**src/rtl/qeciphy_tgc_pkg.sv**
```systemverilog
// -----------------------------------------------------------------------------
// qeciphy_tgc_pkg
// Shared definitions for the QECIPHY traffic generator / checker:
//   - mode_e       : pattern selection (incrementing counter or PRBS31)
//   - gen_state_t  : generator FSM encoding (G_IDLE, G_SEND, G_GAP)
//   - chk_state_t  : checker FSM encoding (C_IDLE, C_SYNC, C_CHECK)
//   - PRBS31 tap positions (x^31 + x^28 + 1) and default seed
//   - prbs31_step  : one PRBS31 shift
// -----------------------------------------------------------------------------
package qeciphy_tgc_pkg;

    typedef enum logic {
        MODE_CNT  = 1'b0,
        MODE_PRBS = 1'b1
    } mode_e;

    // State encodings kept as plain localparams so existing code that decodes
    // the raw state bits keeps working.
    typedef logic [1:0] gen_state_t;
    localparam gen_state_t G_IDLE = 2'd0;
    localparam gen_state_t G_SEND = 2'd1;
    localparam gen_state_t G_GAP  = 2'd2;

    typedef logic [1:0] chk_state_t;
    localparam chk_state_t C_IDLE  = 2'd0;
    localparam chk_state_t C_SYNC  = 2'd1;
    localparam chk_state_t C_CHECK = 2'd2;

    // x^31 + x^28 + 1 taps, as bit indices into the 31-bit state.
    localparam int PRBS31_TAP_HI = 30;
    localparam int PRBS31_TAP_LO = 27;

    localparam logic [30:0] PRBS31_SEED_DEFAULT = 31'h7FFF_FFFF;

    // A nonzero state never maps to zero, so the all-zero lock-up state is
    // unreachable from any legal seed.
    function automatic logic [30:0] prbs31_step(input logic [30:0] s);
        return {s[29:0], s[PRBS31_TAP_HI] ^ s[PRBS31_TAP_LO]};
    endfunction

endpackage

```
**src/rtl/qeciphy_tgc_pattern.sv**
```systemverilog
// -----------------------------------------------------------------------------
// qeciphy_tgc_pattern
// Purely combinational pattern step shared by generator and checker.
// Ports:
//   mode  in  1       0 = counter, 1 = PRBS31
//   cur   in  DATA_W  current pattern state (PRBS state lives in cur[30:0])
//   nxt   out DATA_W  next pattern state
//   data  out DATA_W  data word presented for state cur
// -----------------------------------------------------------------------------
module qeciphy_tgc_pattern
    import qeciphy_tgc_pkg::*;
#(
    parameter int DATA_W = 64
) (
    input  logic              mode,
    input  logic [DATA_W-1:0] cur,
    output logic [DATA_W-1:0] nxt,
    output logic [DATA_W-1:0] data
);

    localparam int REPS = (DATA_W + 31) / 32;

    // PRBS word is the 31-bit state zero-extended to 32 bits, replicated and
    // truncated to DATA_W (DATA_W need not be a multiple of 32).
    logic [REPS*32-1:0] prbs_rep;

    // NOTE: every always_comb output gets a default first so no path can
    // leave it unassigned and infer a latch.
    always_comb begin
        prbs_rep = {REPS{{1'b0, cur[30:0]}}};
        nxt      = '0;
        data     = cur;
        if (mode == MODE_PRBS) begin
            nxt[30:0] = prbs31_step(cur[30:0]);
            data      = prbs_rep[DATA_W-1:0];
        end else begin
            nxt = cur + 1'b1;
        end
    end

endmodule

```
**config.mk**
```make
export PLATFORM = sky130hd
export DESIGN_NAME = qeciphy_tgc_pattern
export DESIGN_NICKNAME = d
export VERILOG_FILES = /design/src/rtl/qeciphy_tgc_pkg.sv /design/src/rtl/qeciphy_tgc_pattern.sv
export SDC_FILE = /design/constraint.sdc
export NUM_CORES = 1
export LEC_CHECK = 0
export CORE_MARGIN = 8
export CORE_UTILIZATION = 40
export DETAILED_ROUTE_END_ITERATION = 16
export PLACE_DENSITY = 0.91
export SYNTH_ARGS = -nofsm -noshare
export SYNTH_HDL_FRONTEND = slang
export SYNTH_SLANG_ARGS = --single-unit
```
**constraint.sdc**
```tcl
create_clock -name vclk -period 5.1
set_input_delay 0.51 -clock vclk [all_inputs]
set_output_delay 0.51 -clock vclk [all_outputs]
set_load 0.01 [all_outputs]
```
==> results by stage <==
Status:
- The run finished with clean final reports.

Global routing:
- The remaining global-route overflow is 0.
- The initial antenna violation count is 0.
- The global-route met3 utilization is 5.41%.
- The largest net degree at the start of global routing is 57.
- In this run the most used layer during global routing was met2.
- For met1 alone, demand over resource in global routing was 31.0%.
- The combined global-route utilization of all metal layers is 25.5%.
- The wire length of the first global-routing pass is 20900 um.
- The met2 usage is 44.1%.
- The number of global-route vias before repair is 3981.

Flow run:
- Max-cap violations in this run came to 0.

Logic synthesis:
- The number of nets produced by synthesis is 530.
- Of the post-synthesis cell area, the dominant cell type holds 8.85%.
- The most numerous cell in the Yosys netlist is sky130_fd_sc_hd__nand2_1.
- The number of distinct library cells after synthesis is 46.
- Sequential elements use 0% of the synthesized area.
- The synthesized netlist devotes 46.7% of its cell area to simple gates.
- The mean post-synth cell area is 5.85 um^2.
- Counting instances in the post-synthesis netlist gives the leading cell types as sky130_fd_sc_hd__nand2_1, sky130_fd_sc_hd__o21ai_0, sky130_fd_sc_hd__a21oi_1, sky130_fd_sc_hd__buf_4, sky130_fd_sc_hd__nand4_1.
- The netlist area before placement is 2720 um^2.
- The multiplexer area fraction after synthesis is 5.30%.
- After Yosys synthesis, full adders, half adders and majority gates account for 0.461% of the synthesized area.
- Of all cell types, the one taking the most synthesized area is sky130_fd_sc_hd__o21ai_0.
- The instance count of the mapped netlist is 464.
- The post-synthesis compound-gate area fraction is 24.9%.
- By area, the combinational part of the netlist is dominated by simple AND/OR/NAND/NOR gates.
- Summing the areas of all xor and xnor instances in the mapped netlist gives 5.16% of the synthesized area.
- The Yosys step of the flow raised 0 warnings.
- Yosys attributes the largest share of cell area to sky130_fd_sc_hd__o21ai_0, sky130_fd_sc_hd__buf_4, sky130_fd_sc_hd__nand4_1.

Detailed routing:
- The final antenna-violating net count is 0.
- The number of detailed-route iterations in the first pass is 5.
- The first routing iteration left 354 violations.
- After detailed routing, the number of remaining DRC violations is 0.
- After detailed routing, the average wire length per cell comes to 19.8 um.
- Using the TritonRoute via totals, the vias-per-cell ratio works out to 6.18.
- The total number of vias is 4164.
- The overall routed net length is 13300 um.

Finish:
- There are 0 flip-flops and latches.
- The repair_antennas step left the layout with diodes totalling 0.
- The post-route netlist has 4.71% of its cells at a drive strength greater than 1.
- Fill cells in the final layout number 622.
- The final layout net count is 662.
- In the final layout, the multi-input gates occupy 2240 um^2.
- The synthesis-to-finish area growth is 61.5%.
- Across the whole layout, storage elements account for 0 um^2.
- The count of clock-net buffers in the final layout is 0.

Floorplanning:
- The initial utilization of the core area, before any placement, comes to 40.6%.
- The floorplan has 30 rows.
- From left edge to right edge, the die measures 98.4 um.
- The die covers 9680 um^2.
- The core outline area is 6680 um^2.
- The die outline height is 98.4 um.
- The top-level port count is 193.

STA:
- The hold violation total from the final report is 0.
- The final total negative setup slack is 0 ps.
- Measured against its own limit, the worst slew margin works out to 31.0%.
- The count of pins over their slew limit is 0.
- The final critical path takes up 85.0% of the cycle.
- Setup repair after global routing left no endpoint under its margin.
- The worst-margin pin slew is 1030 ps.
- The clock period could shrink to 4330 ps.
- The total of endpoints with negative setup slack in the final report is 0.
- Timing would allow up to 231 MHz.
- The worst hold margin is 2040 ps.

Worst setup path:
- The critical path goes through clkdlybuf4s50_1 > nand3_1 > or2_2 > or4_1 > or4_1 > a21oi_1 > clkdlybuf4s50_1.
- On the worst path, the slowest cell contributes a delay of 780 ps.
- The arrival time reported for the critical path endpoint is 3820 ps.
- STA classifies the critical path startpoint as a primary input.
- Along the worst path, the maximum fanout reaches 17.
- The category of the most critical setup path is primary input to output pin.
- The top cell family by delay on the critical path is simple AND/OR/NAND/NOR gates.
- STA puts the critical path data required time at 4590 ps.
- The standard cell with the maximum stage delay on the critical path is sky130_fd_sc_hd__or4_1.
- The category of the worst setup path capture point is an output pin.
- Together, buffers and inverters on the worst path number 2.

Clock tree:
- Post-CTS timing repair inserted 0 buffers for setup.
- Buffers inserted to repair hold after CTS numbered 0.
- The total of cells resized after clock tree synthesis is 0.

Power and ir drop:
- The fraction of power consumed by combinational cells is 100.0%.
- VDD sags by at most 42.6 uV.
- The cell-internal power is 194 uW.
- For this design the static power due to leakage is 0.00147 uW.
- The fraction of power spent switching nets is 48.2%.
- Dividing total power by cell area gives a power density of 85.3 nW/um^2.
- The clock network fraction of total power is 0%.
- In this run the power spent charging and discharging nets is 180 uW.
- Sequential cells burn 0% of the power.

Hold path:
- The origin of the worst min-delay path is cur[15].
- The number of stages on the worst hold path is 2.
- The worst hold path terminates at data[15].
- The tightest min-delay check is of the primary input to output pin type.

Place:
- The half-perimeter wire length of the detailed placement result is 10800 um.
- The placer congestion estimate is 1.00.
- The number of buffer cells added on primary ports is 193.
==> power by group through the flow <==
| stage | combinational, uW | clock (uW) | sequential [uW] |
|---|---|---|---|
| after floorplan | 160 | 0 | 0 |
| after global placement | 367 | 0 | 0 |
| after detailed placement | 371 | 0 | 0 |
| after CTS | 373 | 0 | 0 |
| after global routing | 399 | 0 | 0 |
| final | 374 | 0 | 0 |
==> area by class of cell <==
| class | count | share of cell area (%) |
|---|---|---|
| inverter | 23 | 1.97 |
| multi-input combinational | 374 | 51.1 |
| tap | 80 | 2.28 |
| timing repair buffer | 197 | 44.6 |
==> cells by family (layout without fill, tap and decap cells) <==
kind of cell | Yosys count | after routing
adder cells (fa/ha/maj) | 1 | 1
buffers and inverters | 90 | 220
multiplexers | 13 | 13
AND/OR/NAND/NOR | 230 | 230
XOR/XNOR | 16 | 16
AO/OA/AOI/OAI | 114 | 114
==> layout by cell type (no fill, tap or decap), types with 2 or more instances in the layout <==
cell / n
sky130_fd_sc_hd__o21ai_0: 48
sky130_fd_sc_hd__a21o_1: 6
sky130_fd_sc_hd__nand3b_1: 3
sky130_fd_sc_hd__mux2i_1: 2
sky130_fd_sc_hd__nand4b_1: 4
sky130_fd_sc_hd__and3_1: 3
sky130_fd_sc_hd__nand2_1: 51
sky130_fd_sc_hd__nor3_1: 16
sky130_fd_sc_hd__o31ai_1: 5
sky130_fd_sc_hd__o211ai_1: 9
sky130_fd_sc_hd__or4_1: 8
sky130_fd_sc_hd__a21oi_1: 33
sky130_fd_sc_hd__clkdlybuf4s50_1: 192
sky130_fd_sc_hd__o311ai_0: 3
sky130_fd_sc_hd__nor2b_1: 6
sky130_fd_sc_hd__mux2_2: 11
sky130_fd_sc_hd__nand4_1: 32
sky130_fd_sc_hd__nand3_1: 30
sky130_fd_sc_hd__or3_1: 11
sky130_fd_sc_hd__xor2_1: 3
sky130_fd_sc_hd__buf_4: 4
sky130_fd_sc_hd__or2_2: 3
sky130_fd_sc_hd__xnor2_1: 13
sky130_fd_sc_hd__nor4_1: 16
sky130_fd_sc_hd__a32o_1: 5
sky130_fd_sc_hd__nor2_1: 27
sky130_fd_sc_hd__a31o_2: 2
sky130_fd_sc_hd__and2_1: 4
sky130_fd_sc_hd__and4_1: 8
sky130_fd_sc_hd__inv_1: 22
==> worst max path at each step <==
stage,startpoint,end,slack [ps],depth (start not counted)
after detailed placement,cur[2],nxt[63],840,7
final,cur[2],nxt[59],770,7
after global routing,cur[16],nxt[63],640,7
after global placement,cur[0],nxt[48],870,9
after floorplan,cur[23],nxt[51],2160,6
after CTS,cur[2],nxt[63],820,7
==> routing by layer <==
layer / share of wire [%] / wire length (um)
met1: 39 / 5190
met2: 48 / 6440
met3: 10 / 1390
met4: 2.3 / 310
met5: 0 / 0
==> through the flow <==
step                      util, %  cells  setup slack [ps]  area [um^2]  total power (uW)
after floorplan                 -    464              2160         2720               160
after global placement       65.6    674               874         4380               367
after detailed placement     65.6    674               842         4380               371
after CTS                    65.6    674               820         4380               373
after global routing         65.6    674               635         4380               399
final                        65.6    674               766         4380               374
No activity file was read; power rests on OpenSTA's default activity.
==> variant: new RTL, same flow settings <==
The parameter `DATA_W` goes from 64 to 128.
--- a/src/rtl/qeciphy_tgc_pattern.sv
+++ b/src/rtl/qeciphy_tgc_pattern.sv
@@ -10,7 +10,7 @@
 module qeciphy_tgc_pattern
     import qeciphy_tgc_pkg::*;
 #(
-    parameter int DATA_W = 64
+    parameter int DATA_W = 128
 ) (
     input  logic              mode,
     input  logic [DATA_W-1:0] cur,
Ports: changed (resized cur, data and nxt); port bits go from 193 to 385. The function was not compared with the original's and may differ.
==> variant against the unedited design <==
Global-route usage rose by 18 points. Critical path depth rose by 1. Cell count rose by 130%. Area after synthesis rose by 110%. Largest cell class unchanged. Setup slack got worse by 0.56 ns. Total power rose by 120%. First-iteration DRC count rose to 5.8 times the old value. Wire length rose to 3.2 times the old value. Final area rose by 120%.
==> variant: results <==
{
  "status": "finished, final reports clean",
  "postCtsSetupRepairBufs": 0,
  "finish.net_count": 1516,
  "clockBufferCount": 0,
  "critical_path.max_stage_delay_ns": 0.85,
  "grt_antenna_before_repair": 2,
  "portBuffers": 385,
  "report.final.hold_viol_count": 0,
  "hold_path_depth": 2,
  "number_of_global_route_vias_before_repair": 9802,
  "routed-via-count": 10800,
  "mappedNetlistNets": 1161,
  "seq_cells": 0,
  "hold_start": "cur[22]",
  "ys_types": 45,
  "critical_path_arrival_ns": 4.38,
  "cts_resized": 0,
  "grt_max_degree": 107,
  "synth_warnings": 0,
  "critical_path.max_fanout": 7,
  "detail_route.wirelength_mm": 43.0,
  "drt_pass1_iterations": 6,
  "worst_ir_drop_vdd_v": 0.0000823,
  "dp_hpwl_mm": 34.3,
  "gr-usage-all-layers_pct": 43.1,
  "timing.hold.worst.class": "in2out",
  "cp_startpoint": "cur[84]",
  "drive_gt1_share_pct": 6.50,
  "layout.filler_cells": 1251,
  "globalplace.congestion": 1.07,
  "grt-ovfl-total": 0,
  "seq_area_frac_synth_pct": 0,
  "worst_path_max_delay_cell": "sky130_fd_sc_hd__nor4_1",
  "wire_length_of_the_first_global_routing_pass_mm": 61.3,
  "drtIter0Drc": 2058,
  "holdPathEnd": "data[22]",
  "power_leakage_nw": 3.30,
  "synth.cells.most_frequent": "120 x sky130_fd_sc_hd__o21ai_0, 118 x sky130_fd_sc_hd__nand2_1, 101 x sky130_fd_sc_hd__nand4_1",
  "synth_top_cells_by_area": "sky130_fd_sc_hd__nand4_1 11%, sky130_fd_sc_hd__o21ai_0 10%, sky130_fd_sc_hd__a21oi_1 8.0%",
  "tightestPinTransition_ns": 0.879
}
==> variant: cell types whose count changed in the layout (fill, tap and decap cells not counted), moves of 25 or more <==
cell and delta:
sky130_fd_sc_hd__buf_4 +53, sky130_fd_sc_hd__nor4_1 +45, sky130_fd_sc_hd__inv_1 +66, sky130_fd_sc_hd__clkdlybuf4s50_1 +192, sky130_fd_sc_hd__o31ai_1 +32, sky130_fd_sc_hd__a21oi_1 +59
sky130_fd_sc_hd__o21ai_0 +72, sky130_fd_sc_hd__or3_1 +25, sky130_fd_sc_hd__nand2_1 +67, sky130_fd_sc_hd__nand4_1 +69, sky130_fd_sc_hd__or4_1 +38
==> variant: worst max path at each step <==
stage | endpoint | slack (ns)
after floorplan | nxt[118] | 1.90
after global placement | nxt[118] | 0.38
after detailed placement | nxt[98] | 0.40
after CTS | nxt[118] | 0.39
after global routing | nxt[118] | 0.21
final | nxt[118] | 0.21
==> variant: layout make-up <==
type / count / area share, %
inverter: 89 / 3.41
tap: 180 / 2.30
antenna: 1 / 0.0256
multi-input combinational: 853 / 50.5
timing repair buffer: 442 / 43.8
==> variant: per-layer routing <==
layer,global-route usage [%],share of wire [%],up-vias
met4,27.8,7.9,2
met1,50.4,33,4918
met3,13.2,16,242
met5,0,0.030,-
li1,-,-,4594
met2,67.2,43,1071
==> variant: metrics by stage <==
step	hold WS (ns)	setup slack (ns)	std cells	power, W	area (µm²)
after CTS	2.05	0.395	1564	0.000804	9780
after detailed placement	2.04	0.399	1564	0.000800	9780
after global routing	2.08	0.213	1564	0.000855	9780
after global placement	2.04	0.381	1564	0.000797	9780
after floorplan	1.10	1.90	1031	0.000290	5740
final	2.04	0.209	1565	0.000824	9790
==> variant: cells by family after synthesis <==
kind of cell | share of synthesized area [%]
simple gates | 52.4
compound gates | 26.0
buf+inv | 14.0
mux | 4.25
xor+xnor | 3.05
fa+ha+maj | 0.218
==> variant: power by group <==
group | total (W) | internal [W] | switching [W]
clock network | 0.0000000000309 | 0.0000000000309 | 0
registers | 0 | 0 | 0
logic | 0.000824 | 0.000383 | 0.000441
total | 0.000824 | 0.000383 | 0.000441
==> variant: worst max-delay path, delay by kind of cell <==
family	cells	cell delay (ns)
and+or+nand+nor	4	2.17
AOI/OAI and AO/OA	1	0.16
buffers and inverters	3	1.53
